[src/rtl/const_mult_pkg.sv]
// Shared constants for the constant-multiplier service: select codes and default widths.
package const_mult_pkg;

    localparam int DATA_W = 25;
    localparam int SEL_W  = 4;

    localparam logic [SEL_W-1:0] SEL_X2  = 4'd0;
    localparam logic [SEL_W-1:0] SEL_X6  = 4'd1;
    localparam logic [SEL_W-1:0] SEL_X8  = 4'd2;
    localparam logic [SEL_W-1:0] SEL_X14 = 4'd3;
    localparam logic [SEL_W-1:0] SEL_X15 = 4'd4;
    localparam logic [SEL_W-1:0] SEL_X16 = 4'd5;
    localparam logic [SEL_W-1:0] SEL_X19 = 4'd6;
    localparam logic [SEL_W-1:0] SEL_X30 = 4'd7;
    localparam logic [SEL_W-1:0] SEL_X35 = 4'd8;
    localparam logic [SEL_W-1:0] SEL_X36 = 4'd9;
    localparam logic [SEL_W-1:0] SEL_X39 = 4'd10;

endpackage

[src/rtl/const_mult_arbiter_rr_arbiter.sv]
// Round-robin arbiter: one-hot grant, searching from the index after the last accepted one.
module rr_arbiter #(
    parameter int NUM_REQ = 4
) (
    input  logic               i_clk,
    input  logic               i_rst,
    input  logic [NUM_REQ-1:0] i_req,
    input  logic               i_en,
    output logic [NUM_REQ-1:0] o_grant
);

    localparam int ID_W = $clog2(NUM_REQ);

    logic [ID_W-1:0] r_last;
    logic [ID_W-1:0] w_idx;
    logic            w_found;

    always_comb begin
        o_grant = '0;
        w_idx   = r_last;
        w_found = 1'b0;
        for (int k = 1; k <= NUM_REQ; k++) begin
            if (!w_found && i_req[(int'(r_last) + k) % NUM_REQ]) begin
                w_found                              = 1'b1;
                o_grant[(int'(r_last) + k) % NUM_REQ] = 1'b1;
                w_idx                                = ID_W'((int'(r_last) + k) % NUM_REQ);
            end
        end
    end

    // Reset to the last index so requester 0 is searched first.
    always_ff @(posedge i_clk or posedge i_rst) begin
        if (i_rst)
            r_last <= ID_W'(NUM_REQ - 1);
        else if (i_en && w_found)
            r_last <= w_idx;
    end

endmodule

[src/rtl/const_mult_arbiter.sv]
// Arbitrated 2-stage shift-add constant multiplier with tagged valid/ready response.
// Optional per-requester grant counters: define CONST_MULT_ARB_STATS_EN.
module const_mult_arbiter #(
    parameter int NUM_REQ = 4,
    parameter int DATA_W  = const_mult_pkg::DATA_W,
    parameter int ID_W    = $clog2(NUM_REQ)
) (
    input  logic                                  i_clk,
    input  logic                                  i_rst,
    input  logic [NUM_REQ-1:0]                    i_req_valid,
    output logic [NUM_REQ-1:0]                    o_req_ready,
    input  logic [NUM_REQ*DATA_W-1:0]             i_req_data,
    input  logic [NUM_REQ*const_mult_pkg::SEL_W-1:0] i_req_sel,
`ifdef CONST_MULT_ARB_STATS_EN
    output logic [NUM_REQ*16-1:0]                 o_grant_cnt,
`endif
    output logic                                  o_rsp_valid,
    input  logic                                  i_rsp_ready,
    output logic [DATA_W-1:0]                     o_rsp_data,
    output logic [ID_W-1:0]                       o_rsp_id,
    output logic                                  o_rsp_err
);

    import const_mult_pkg::*;

    logic [NUM_REQ-1:0] w_grant;
    logic [NUM_REQ-1:0] w_req_acc;
    logic               w_s1_load;
    logic               w_s2_load;
    logic               w_accept;
    logic [DATA_W-1:0]  w_in_data;
    logic [SEL_W-1:0]   w_in_sel;
    logic [ID_W-1:0]    w_in_id;
    logic [DATA_W-1:0]  w_prod;
    logic               w_err;

    logic               r_s1_valid;
    logic [DATA_W-1:0]  r_s1_data;
    logic [SEL_W-1:0]   r_s1_sel;
    logic [ID_W-1:0]    r_s1_id;
    logic               r_s2_valid;
    logic [DATA_W-1:0]  r_s2_data;
    logic               r_s2_err;
    logic [ID_W-1:0]    r_s2_id;

    assign w_s2_load   = !r_s2_valid || i_rsp_ready;
    assign w_s1_load   = !r_s1_valid || w_s2_load;
    assign o_req_ready = w_grant & {NUM_REQ{w_s1_load && !i_rst}};
    assign w_req_acc   = i_req_valid & o_req_ready;
    assign w_accept    = |w_req_acc;

    rr_arbiter #(.NUM_REQ(NUM_REQ)) u_arb (
        .i_clk   (i_clk),
        .i_rst   (i_rst),
        .i_req   (i_req_valid),
        .i_en    (w_s1_load && !i_rst),
        .o_grant (w_grant)
    );

    always_comb begin
        w_in_data = '0;
        w_in_sel  = '0;
        w_in_id   = '0;
        for (int i = 0; i < NUM_REQ; i++) begin
            if (w_grant[i]) begin
                w_in_data = i_req_data[i*DATA_W +: DATA_W];
                w_in_sel  = i_req_sel[i*SEL_W +: SEL_W];
                w_in_id   = ID_W'(i);
            end
        end
    end

    // All terms are DATA_W wide, so every shift and sum wraps mod 2^DATA_W.
    always_comb begin
        w_prod = '0;
        w_err  = 1'b0;
        case (r_s1_sel)
            SEL_X2:  w_prod = r_s1_data << 1;
            SEL_X6:  w_prod = (r_s1_data << 2) + (r_s1_data << 1);
            SEL_X8:  w_prod = r_s1_data << 3;
            SEL_X14: w_prod = (r_s1_data << 4) - (r_s1_data << 1);
            SEL_X15: w_prod = (r_s1_data << 4) - r_s1_data;
            SEL_X16: w_prod = r_s1_data << 4;
            SEL_X19: w_prod = (r_s1_data << 4) + (r_s1_data << 1) + r_s1_data;
            SEL_X30: w_prod = (r_s1_data << 5) - (r_s1_data << 1);
            SEL_X35: w_prod = (r_s1_data << 5) + (r_s1_data << 1) + r_s1_data;
            SEL_X36: w_prod = (r_s1_data << 5) + (r_s1_data << 2);
            SEL_X39: w_prod = (r_s1_data << 5) + (r_s1_data << 3) - r_s1_data;
            default: w_err  = 1'b1;
        endcase
    end

    always_ff @(posedge i_clk or posedge i_rst) begin
        if (i_rst) begin
            r_s1_valid <= 1'b0;
            r_s1_data  <= '0;
            r_s1_sel   <= '0;
            r_s1_id    <= '0;
        end else if (w_s1_load) begin
            r_s1_valid <= w_accept;
            if (w_accept) begin
                r_s1_data <= w_in_data;
                r_s1_sel  <= w_in_sel;
                r_s1_id   <= w_in_id;
            end
        end
    end

    always_ff @(posedge i_clk or posedge i_rst) begin
        if (i_rst) begin
            r_s2_valid <= 1'b0;
            r_s2_data  <= '0;
            r_s2_err   <= 1'b0;
            r_s2_id    <= '0;
        end else if (w_s2_load) begin
            r_s2_valid <= r_s1_valid;
            if (r_s1_valid) begin
                r_s2_data <= w_prod;
                r_s2_err  <= w_err;
                r_s2_id   <= r_s1_id;
            end
        end
    end

    assign o_rsp_valid = r_s2_valid;
    assign o_rsp_data  = r_s2_data;
    assign o_rsp_id    = r_s2_id;
    assign o_rsp_err   = r_s2_err;

`ifdef CONST_MULT_ARB_STATS_EN
    for (genvar g = 0; g < NUM_REQ; g++) begin : g_cnt
        logic [15:0] r_cnt;
        always_ff @(posedge i_clk or posedge i_rst) begin
            if (i_rst)
                r_cnt <= '0;
            else if (w_req_acc[g] && r_cnt != 16'hFFFF)
                r_cnt <= r_cnt + 16'd1;
        end
        assign o_grant_cnt[g*16 +: 16] = r_cnt;
    end
`endif

endmodule

[config.mk]
export PLATFORM = sky130hd
export DESIGN_NAME = const_mult_arbiter
export DESIGN_NICKNAME = d
export VERILOG_FILES = /design/src/rtl/const_mult_pkg.sv /design/src/rtl/const_mult_arbiter_rr_arbiter.sv /design/src/rtl/const_mult_arbiter.sv
export SDC_FILE = /design/constraint.sdc
export NUM_CORES = 1
export LEC_CHECK = 0
export ABC_CLOCK_PERIOD_IN_PS = 7900
export BUFFER_PORTS_ARGS = -buffer_cell sky130_fd_sc_hd__buf_2
export CAP_MARGIN = 0
export CORE_UTILIZATION = 45
export CTS_CLUSTER_SIZE = 12
export DETAILED_ROUTE_END_ITERATION = 10
export GPL_ROUTABILITY_DRIVEN = 0
export REMOVE_ABC_BUFFERS = 1
export SKIP_LAST_GASP = 1
export SYNTH_ARGS = -nofsm -noshare
export SYNTH_HDL_FRONTEND = slang
export SYNTH_SLANG_ARGS = --single-unit
[constraint.sdc]
create_clock -name i_clk -period 7.9 [get_ports i_clk]
set_clock_uncertainty 0.05 [all_clocks]
set_input_delay 1.58 -clock i_clk [delete_from_list [all_inputs] [get_ports i_clk]]
set_output_delay 1.58 -clock i_clk [all_outputs]
set_load 0.05 [all_outputs]
==> flow_metrics.env <==
export IMPL_timing_slew_headroom_pct=26.1
export IMPL_max_freq_mhz=193
export IMPL_yosys_warnings=0
export IMPL_antenna_found_initial=0
export IMPL_end_kind="register"
export IMPL_critPathLaunchType="register"
export IMPL_fin_setup_tns_ns=0
export IMPL_cp_required_ns=8.08
export IMPL_setup_viol=0
export IMPL_cts_hold_buf=0
export IMPL_clk_insertion_delay_late_ns=0.36
export IMPL_cts_root_buf="clkbuf_16"
export IMPL_hold_path_class="reg2reg"
export IMPL_yosys_most_used_dff="dfrtp_1"
export IMPL_worst_pin_slew_ns=1.11
export IMPL_wire_per_inst_um=19.5
export IMPL_ys_seq_area_share_pct=11.8
export IMPL_initial_core_util_pct=46.2
export IMPL_detailedRoute_firstIterationViolations=1132
export IMPL_die_w_um=174
export IMPL_clk_pin_slew_worst_paths_ns=0.06
export IMPL_final_core_util_pct=51.7
export IMPL_nets=2221
export IMPL_dpl_cell_count=2251
export IMPL_antenna_cells=0
export IMPL_period_minus_slack_ns=5.19
export IMPL_grt_pass1_vias=12900
export IMPL_syn_inst=1740
export IMPL_cts_made_buffers=9
export IMPL_yosysTopAreaCell="ha_1"
export IMPL_grt_max_degree=65
export IMPL_postRouteAntennaNets=0
export IMPL_period_share_pct=65.7
export IMPL_status="complete, no violations"
export IMPL_max_cap_viol_count=0
export IMPL_clockBufferDepth=2
export IMPL_design_core_area_um2=28900
export IMPL_rsz0062_at_grt="false"
export IMPL_port_buffers=155
export IMPL_rows=62
export IMPL_holdWs_ns=0.424
export IMPL_grt_overflow_total=0
export IMPL_cp_arrival_ns=5.36
export IMPL_area_growth_pct=12.0
export IMPL_fin_cells=2267
export IMPL_route_detailed_drc=0
export IMPL_crit_fanout=40
export IMPL_cts_tree="done"
export IMPL_grt_pass1_wl_um=70000
export IMPL_totalWireLength_um=44200
export IMPL_ys_top_cells_by_area="ha_1 15%, dfrtp_1 11%, fa_1 9.4%"
export IMPL_crit_type="reg2reg"
export IMPL_die_h_um=174
export IMPL_ys_seq_elements=63
export IMPL_maxSlewViolCount=0
export IMPL_hold_viol_final=0
export IMPL_vias_per_cell=6.13
export IMPL_clock_sinks=63
export IMPL_fill_cells=2859
export IMPL_drive_above_1_share_pct=13.0
export IMPL_synth_area_per_cell_um2=7.69
export IMPL_synth_commonest_cells="206 x a21oi_1, 157 x ha_1, 142 x nand2_1, 139 x nor2_1, 108 x inv_1"
export IMPL_yosysUniqueCellTypes=87
export IMPL_synth_most_common_cell="a21oi_1"
export IMPL_ios=156
export IMPL_drt_pass1_iter_count=6
export IMPL_cts_setup_buffers=0
export IMPL_cts_resized_gates=0
export IMPL_synth_edff_count=0
export IMPL_async_flop_share_pct=100
export IMPL_vias=13900
export IMPL_dieArea_um2=30400
export IMPL_htreeDepth=3
export IMPL_netlist_area_leader_share_pct=14.7
export IMPL_hpwl_um=34000
export IMPL_grt_usage_pct=29.3
export IMPL_syn_area_um2=13400
critical path: stages, from the launching register on:
cell and delay [ns]:
dfrtp_1 0.58, nand2b_1 0.35, or2_1 0.89, o21ai_0 0.19, ha_1 0.41, nand4b_1 0.17
a2111oi_0 0.82, o21a_1 0.22, o32a_1 0.27, a2111oi_0 0.14, a41o_1 0.22, o21ai_1 0.18
o21ai_0 0.11, a2111oi_0 0.31, a31oi_1 0.14
path summary, 6_finish.rpt:
path	end	slack, ns	start	cells past startpoint
setup / recovery	o_rsp_data[24]$_DFFE_PP0P_	2.71	r_s1_sel[3]$_DFFE_PP0P_	14
hold / removal	o_rsp_data[4]$_DFFE_PP0P_	0.42	o_rsp_data[4]$_DFFE_PP0P_	2
setup reg to reg	o_rsp_data[24]$_DFFE_PP0P_	2.71	r_s1_sel[3]$_DFFE_PP0P_	14
hold reg to reg	o_rsp_data[4]$_DFFE_PP0P_	0.42	o_rsp_data[4]$_DFFE_PP0P_	2
max in group asynchronous	o_rsp_data[21]$_DFFE_PP0P_	5.77	i_rst	3
min in group asynchronous	r_s1_id[0]$_DFFE_PP0P_	1.42	i_rst	3
layout by cell type (no fill, tap or decap), types with 12 or more instances in the layout:
master    instances
a211oi_1         44
a21o_1           49
a21oi_1         205
a221oi_1         21
a22oi_1          55
a31oi_1          24
and3_1           14
buf_2           155
buf_4            42
dfrtp_1          61
fa_1             63
ha_1            157
inv_1           107
nand2_1         142
nand2b_1         27
nand3_1          37
nand4_1          15
nor2_1          137
nor2b_1          12
nor3_1           27
o211ai_1         12
o21a_1           12
o21ai_0          91
o21ai_1          28
o21bai_1         12
o22ai_1          20
or3_1            13
xnor2_1          89
xor2_1           44
area by class of cell:
class | instances | area, um^2 | share of cell area [%]
clock inverter | 4 | 45.0 | 0.301
timing repair buffer | 197 | 1090 | 7.29
inverter | 108 | 405 | 2.71
multi-input combinational | 1499 | 11100 | 74.2
clock buffer | 12 | 256 | 1.71
sequential | 63 | 1580 | 10.5
tap | 384 | 480 | 3.21
registers in the layout, summed over array words and instances, names as in the netlist:
name          count
o_rsp_data       25
o_rsp_id          2
o_rsp_valid       1
o_rsp_err         1
r_s1_id           2
u_arb.r_last      2
r_s1_valid        1
r_s1_sel          4
r_s1_data        25
metrics by stage:
stage          worst slack, ns  cell area [um^2]
3_3_place_gp              2.88             14700
5_1_grt                   2.37             15000
3_5_place_dp              2.81             14700
4_1_cts                   2.83             15000
6_report                  2.71             15000
2_1_floorplan            0.472             13100
cells by family (layout without fill, tap and decap cells):
family,count (synthesis),in the layout,synth area share [%]
simple gates,459,459,15.8
compound gates,673,673,32.7
buf+inv,178,321,5.45
fa+ha+maj,220,220,24.1
flops,63,63,11.8
mux,14,14,1.37
xor+xnor,133,133,8.71
metal layers:
layer | vias to the layer above | global-route usage, % | share of wire, %
met3 | 45 | 4.16 | 9.0
met2 | 575 | 45.6 | 44
li1 | 6740 | - | -
met4 | 0 | 7.27 | 1.7
met5 | - | 0 | 0
met1 | 6530 | 42.3 | 46
Power is not shown: default switching activity piles up to over one toggle a cycle in this logic, so the estimate is an artifact.
